<file path="src/rtl/binary_window_conv.sv">
// Binary (XNOR/popcount) convolution stage: consumes one KxK binary window at
// a time from the sliding-window stage, compares it against a stored binary
// kernel, thresholds the match count and writes one bit per window to an
// output RAM in raster order.
module binary_window_conv #(
    parameter int IMAGE_ROW_LEN  = 32,
    parameter int IMAGE_COL_LEN  = 32,
    parameter int KERNEL_SIZE    = 3,
    parameter int STRIDE         = 1,
    parameter int OUT_ADDR_WIDTH = 10,
    localparam int KK = KERNEL_SIZE * KERNEL_SIZE,
    localparam int CW = $clog2(KK + 1)
) (
    input  logic                      clk,
    input  logic                      rst,
    input  logic                      start,
    input  logic [KK-1:0]             win_in,
    input  logic                      win_valid,
    output logic                      slide,
    input  logic                      weight_load,
    input  logic [KK-1:0]             weight_in,
    input  logic [CW-1:0]             threshold_in,
    output logic [OUT_ADDR_WIDTH-1:0] out_w_addr,
    output logic                      out_w_data,
    output logic                      out_w_en,
    output logic                      busy,
    output logic                      done
);

    localparam int OUT_ROWS = (IMAGE_ROW_LEN - KERNEL_SIZE) / STRIDE + 1;
    localparam int OUT_COLS = (IMAGE_COL_LEN - KERNEL_SIZE) / STRIDE + 1;
    localparam int N_OUT    = OUT_ROWS * OUT_COLS;
    localparam logic [OUT_ADDR_WIDTH-1:0] LAST_ADDR = OUT_ADDR_WIDTH'(N_OUT - 1);

    typedef enum logic [2:0] {
        IDLE     = 3'd0,
        WAIT_WIN = 3'd1,
        XNOR     = 3'd2,
        EVAL     = 3'd3,
        NEXT     = 3'd4,
        DONE     = 3'd5
    } state_t;

    state_t                    state;
    state_t                    state_nxt;
    logic [KK-1:0]             weights;
    logic [CW-1:0]             threshold;
    logic [OUT_ADDR_WIDTH-1:0] win_cnt;

    // Datapath pipeline: x_p0 holds the XNOR match vector, pc_p1 its popcount.
    logic [KK-1:0]             x_p0;
    logic [CW-1:0]             pc_p1;

    // Number of set bits in a match vector; range 0..KK fits in CW bits.
    function automatic logic [CW-1:0] popcount(input logic [KK-1:0] v);
        logic [CW-1:0] c;
        c = '0;
        for (int i = 0; i < KK; i++) begin
            c = c + CW'(v[i]);
        end
        return c;
    endfunction

    // Binary activation: unsigned compare, so threshold 0 always fires and a
    // threshold above KK never does.
    function automatic logic activate(input logic [CW-1:0] pc,
                                      input logic [CW-1:0] thr);
        return (pc >= thr);
    endfunction

    // FSM state register.
    always_ff @(posedge clk) begin
        if (rst) begin
            state <= IDLE;
        end else begin
            state <= state_nxt;
        end
    end

    // Kernel and threshold registers, writable only while idle so a pass
    // always sees one consistent kernel.
    always_ff @(posedge clk) begin
        if (rst) begin
            weights   <= '0;
            threshold <= '0;
        end else if (state == IDLE && weight_load) begin
            weights   <= weight_in;
            threshold <= threshold_in;
        end
    end

    // Window counter doubles as the output address; it stops at the last
    // address instead of wrapping.
    always_ff @(posedge clk) begin
        if (rst) begin
            win_cnt <= '0;
        end else if (state == IDLE && start) begin
            win_cnt <= '0;
        end else if (state == EVAL && win_cnt != LAST_ADDR) begin
            win_cnt <= win_cnt + OUT_ADDR_WIDTH'(1);
        end
    end

    // Stage p0: window accepted, XNOR against the kernel.
    always_ff @(posedge clk) begin
        if (state == WAIT_WIN && win_valid) begin
            x_p0 <= ~(win_in ^ weights);
        end
    end

    // Stage p1: popcount of the match vector.
    always_ff @(posedge clk) begin
        if (state == XNOR) begin
            pc_p1 <= popcount(x_p0);
        end
    end

    // Next-state logic and per-state output strobes.
    always_comb begin
        state_nxt  = state;
        slide      = 1'b0;
        out_w_en   = 1'b0;
        out_w_data = 1'b0;
        done       = 1'b0;
        case (state)
            IDLE: begin
                if (start) begin
                    state_nxt = WAIT_WIN;
                end
            end
            WAIT_WIN: begin
                if (win_valid) begin
                    state_nxt = XNOR;
                end
            end
            XNOR: begin
                state_nxt = EVAL;
            end
            EVAL: begin
                out_w_en   = 1'b1;
                out_w_data = activate(pc_p1, threshold);
                state_nxt  = (win_cnt == LAST_ADDR) ? DONE : NEXT;
            end
            NEXT: begin
                slide     = 1'b1;
                state_nxt = WAIT_WIN;
            end
            DONE: begin
                done      = 1'b1;
                state_nxt = IDLE;
            end
            default: begin
                state_nxt = IDLE;
            end
        endcase
    end

    assign busy       = (state != IDLE);
    assign out_w_addr = win_cnt;

endmodule
</file>
<file path="config.mk">
export PLATFORM = sky130hd
export DESIGN_NAME = binary_window_conv
export DESIGN_NICKNAME = d
export VERILOG_FILES = /design/src/rtl/binary_window_conv.sv
export SDC_FILE = /design/constraint.sdc
export NUM_CORES = 1
export LEC_CHECK = 0
export BUFFER_PORTS_ARGS = -buffer_cell sky130_fd_sc_hd__buf_4
export CORE_ASPECT_RATIO = 0.7
export CORE_MARGIN = 3
export CORE_UTILIZATION = 45
export DETAILED_ROUTE_END_ITERATION = 6
export PLACE_DENSITY = 0.71
export SLEW_MARGIN = 20
export SYNTH_ARGS = -nofsm -noshare
export SYNTH_HDL_FRONTEND = slang
export SYNTH_SLANG_ARGS = --single-unit
</file>
<file path="constraint.sdc">
create_clock -name clk -period 2.95 [get_ports clk]
set_input_delay 0.295 -clock clk [delete_from_list [all_inputs] [get_ports clk]]
set_output_delay 0.295 -clock clk [all_outputs]
set_load 0.005 [all_outputs]
</file>
==> metrics.yaml <==
finalSetupViolations: 2
crit_path_end_kind: "flop"
syn_area_um2: 1930
hp-class: "in -> reg"
rsz0062_at_grt: "true"
dr.pass1.iters: 5
holdPathEnd: "weights[8]"
synth_top_area_cell: "dfxtp_1"
hold_violations: 0
max-slew-margin-rel_pct: 48.9
worstPathArrival_ns: 3.07
synth_top_area_share_pct: 27.0
drive_gt1_share_pct: 24.7
clkSinkCount: 39
pre_cts_ws_ns: -0.0845
synthTopCellsByCount: "29 x nand2_1, 26 x dfxtp_1, 22 x inv_1"
holdCritStartpoint: "weight_in[8]"
ctsLongestPathBuffers: 2
start_util_pct: 48.1
ios: 42
worst_slack_ns: -0.0800
syn_nets: 231
die_area_um2: 5120
ys_warn_count: 0
fillCellCount: 358
rr_startpoint: "x_p0[0]"
path_class: "reg -> reg"
violations: "negative setup slack"
peakVddDrop_mv: 0.339
holdBufCountCts: 0
worst_pin_slew_ns: 0.764
yosysMostFrequentCell: "nand2_1"
wirelength_um: 3540
numCtsBuffers: 5
clock_latency_ns: 0.28
port_buffers: 41
nets: 273
drtIter0Drc: 49
h-tree-depth: 2
grt_pass1_vias: 1241
setup_tns_ns: -0.159
cts_tree: "built"
synthCells: 192
ys.flop_type: "dfxtp_1"
grt_max_degree: 18
clk_pin_slew_ns: 0.07
core_area_um2: 4020
drc: 0
reg2reg_to: "pc_p1[2]"
start_kind: "flop"
avgSynthCellArea_um2: 10.1
yosysSeqAreaShare_pct: 47.2
fmax_mhz: 330
critPathMaxFanout: 2
async_flop_share_pct: 0
area_growth_pct: 24.4
leakagePower_nw: 1.03
utilization_pct: 59.8
antenna_left: 0
postLayoutCellArea_um2: 2400
period_needed_ns: 3.03
die_w_um: 84.3
ff2ff_setup_slack_ns: -0.08
yosysUniqueCellTypes: 41
die_h_um: 60.8
antenna-diode-count: 0
gr-usage-all-layers_pct: 15.1
fin_crit_sh_pct: 103
place.gp.congestion: 0.859
required_ns: 2.99
whs_ns: 0.255
hpwl_um: 2640
placed_area_um2: 2250
grt_pass1_wl_um: 5890
min_path_cells: 3
synth-edff-count: 13
rr_worst_depth: 7
status: "complete, but fails checks"
row_count: 19
skew_ns: 0.00534
drv_slew: 0
wire_per_inst_um: 12.3
p_per_area_nw_per_um2: 551
antenna_found_initial: 0
synthTopCellsByArea: "dfxtp_1 27%, edfxtp_1 20%, xnor2_1 7.3%"
grt.overflow.total: 0
num_vias: 1360
ys_ff_latch: 39
route.detailed.vias_per_inst: 4.74
clock_tree.root_cell: "clkbuf_8"
cap_violations: 0
[layer usage]
metal	wire (µm)	global-route usage [%]	up-vias
met3	166	4.21	2
met4	19	5.50	0
li1	-	-	714
met5	0	0	-
met1	1920	22.7	613
met2	1430	20.4	31
[stage by stage]
stage          cells  total power [mW]
2_1_floorplan    192             0.755
6_report         287              1.32
3_3_place_gp     277             0.806
5_1_grt          287              1.40
3_5_place_dp     277             0.815
4_1_cts          286              1.34
[final cells by class]
cell class,count,area (µm²),share of cell area (%)
tap,52,65.1,2.71
timing repair buffer,43,323,13.4
clock inverter,2,60.1,2.50
inverter,22,82.6,3.44
clock buffer,6,72.6,3.02
sequential,39,911,37.9
multi-input combinational,123,888,37.0
[what timing repair did]
action	in CTS	in global routing
setup endpoints to repair	2	2
gates resized for setup	0	1
buffers inserted	1	1
[registers in the layout, indices dropped and copies added (netlist names)]
name        count
threshold       4
pc_p1           4
state           3
x_p0            9
weights         9
out_w_addr     10
[critical path, cell delays in order, from the launching register on]
cell and delay, ns:
edfxtp_1 0.40, fa_1 0.54, inv_1 0.05, fa_1 0.50
fa_1 0.43, fa_2 0.36, fa_1 0.38, xnor2_1 0.13
[kinds of logic after synthesis]
family | share of synthesized area, %
flip-flops | 47.2
XOR/XNOR | 7.71
buffers and inverters | 7.06
multiplexers | 0.518
AND/OR/NAND/NOR | 18.8
adder cells (fa/ha/maj) | 9.72
AO/OA/AOI/OAI | 9.01
[power by group]
part	internal [mW]	leakage (nW)	total, mW	switching [mW]
sequential	0.593	0.331	0.614	0.0210
combinational	0.100	0.638	0.195	0.0945
clock	0.338	0.0654	0.516	0.178
total	1.03	1.03	1.32	0.293
[layout by cell type, fill, tap and decap left out, types with 2 or more instances in the layout]
cell	n
nand3_1	2
inv_1	22
ha_1	7
and2_1	2
nor2_1	12
nand4_1	2
o21ai_0	3
clkbuf_8	5
bufinv_16	2
a21oi_1	16
buf_4	43
edfxtp_1	13
fa_1	4
nand3b_1	2
nor3_1	4
dfxtp_1	26
a21boi_0	2
nand2_1	29
xnor2_1	16
[worst max-delay path by stage]
stage / startpoint / endpoint / slack [ns] / depth (start not counted)
2_1_floorplan: x_p0[0] / pc_p1[1] / -0.02 / 7
3_3_place_gp: x_p0[0] / pc_p1[2] / -0.05 / 7
3_5_place_dp: x_p0[0] / pc_p1[1] / -0.08 / 7
4_1_cts: x_p0[0] / pc_p1[1] / -0.09 / 7
5_1_grt: x_p0[0] / pc_p1[2] / -0.23 / 7
6_report: x_p0[0] / pc_p1[2] / -0.08 / 7
No activity file was read; power rests on OpenSTA's default activity.
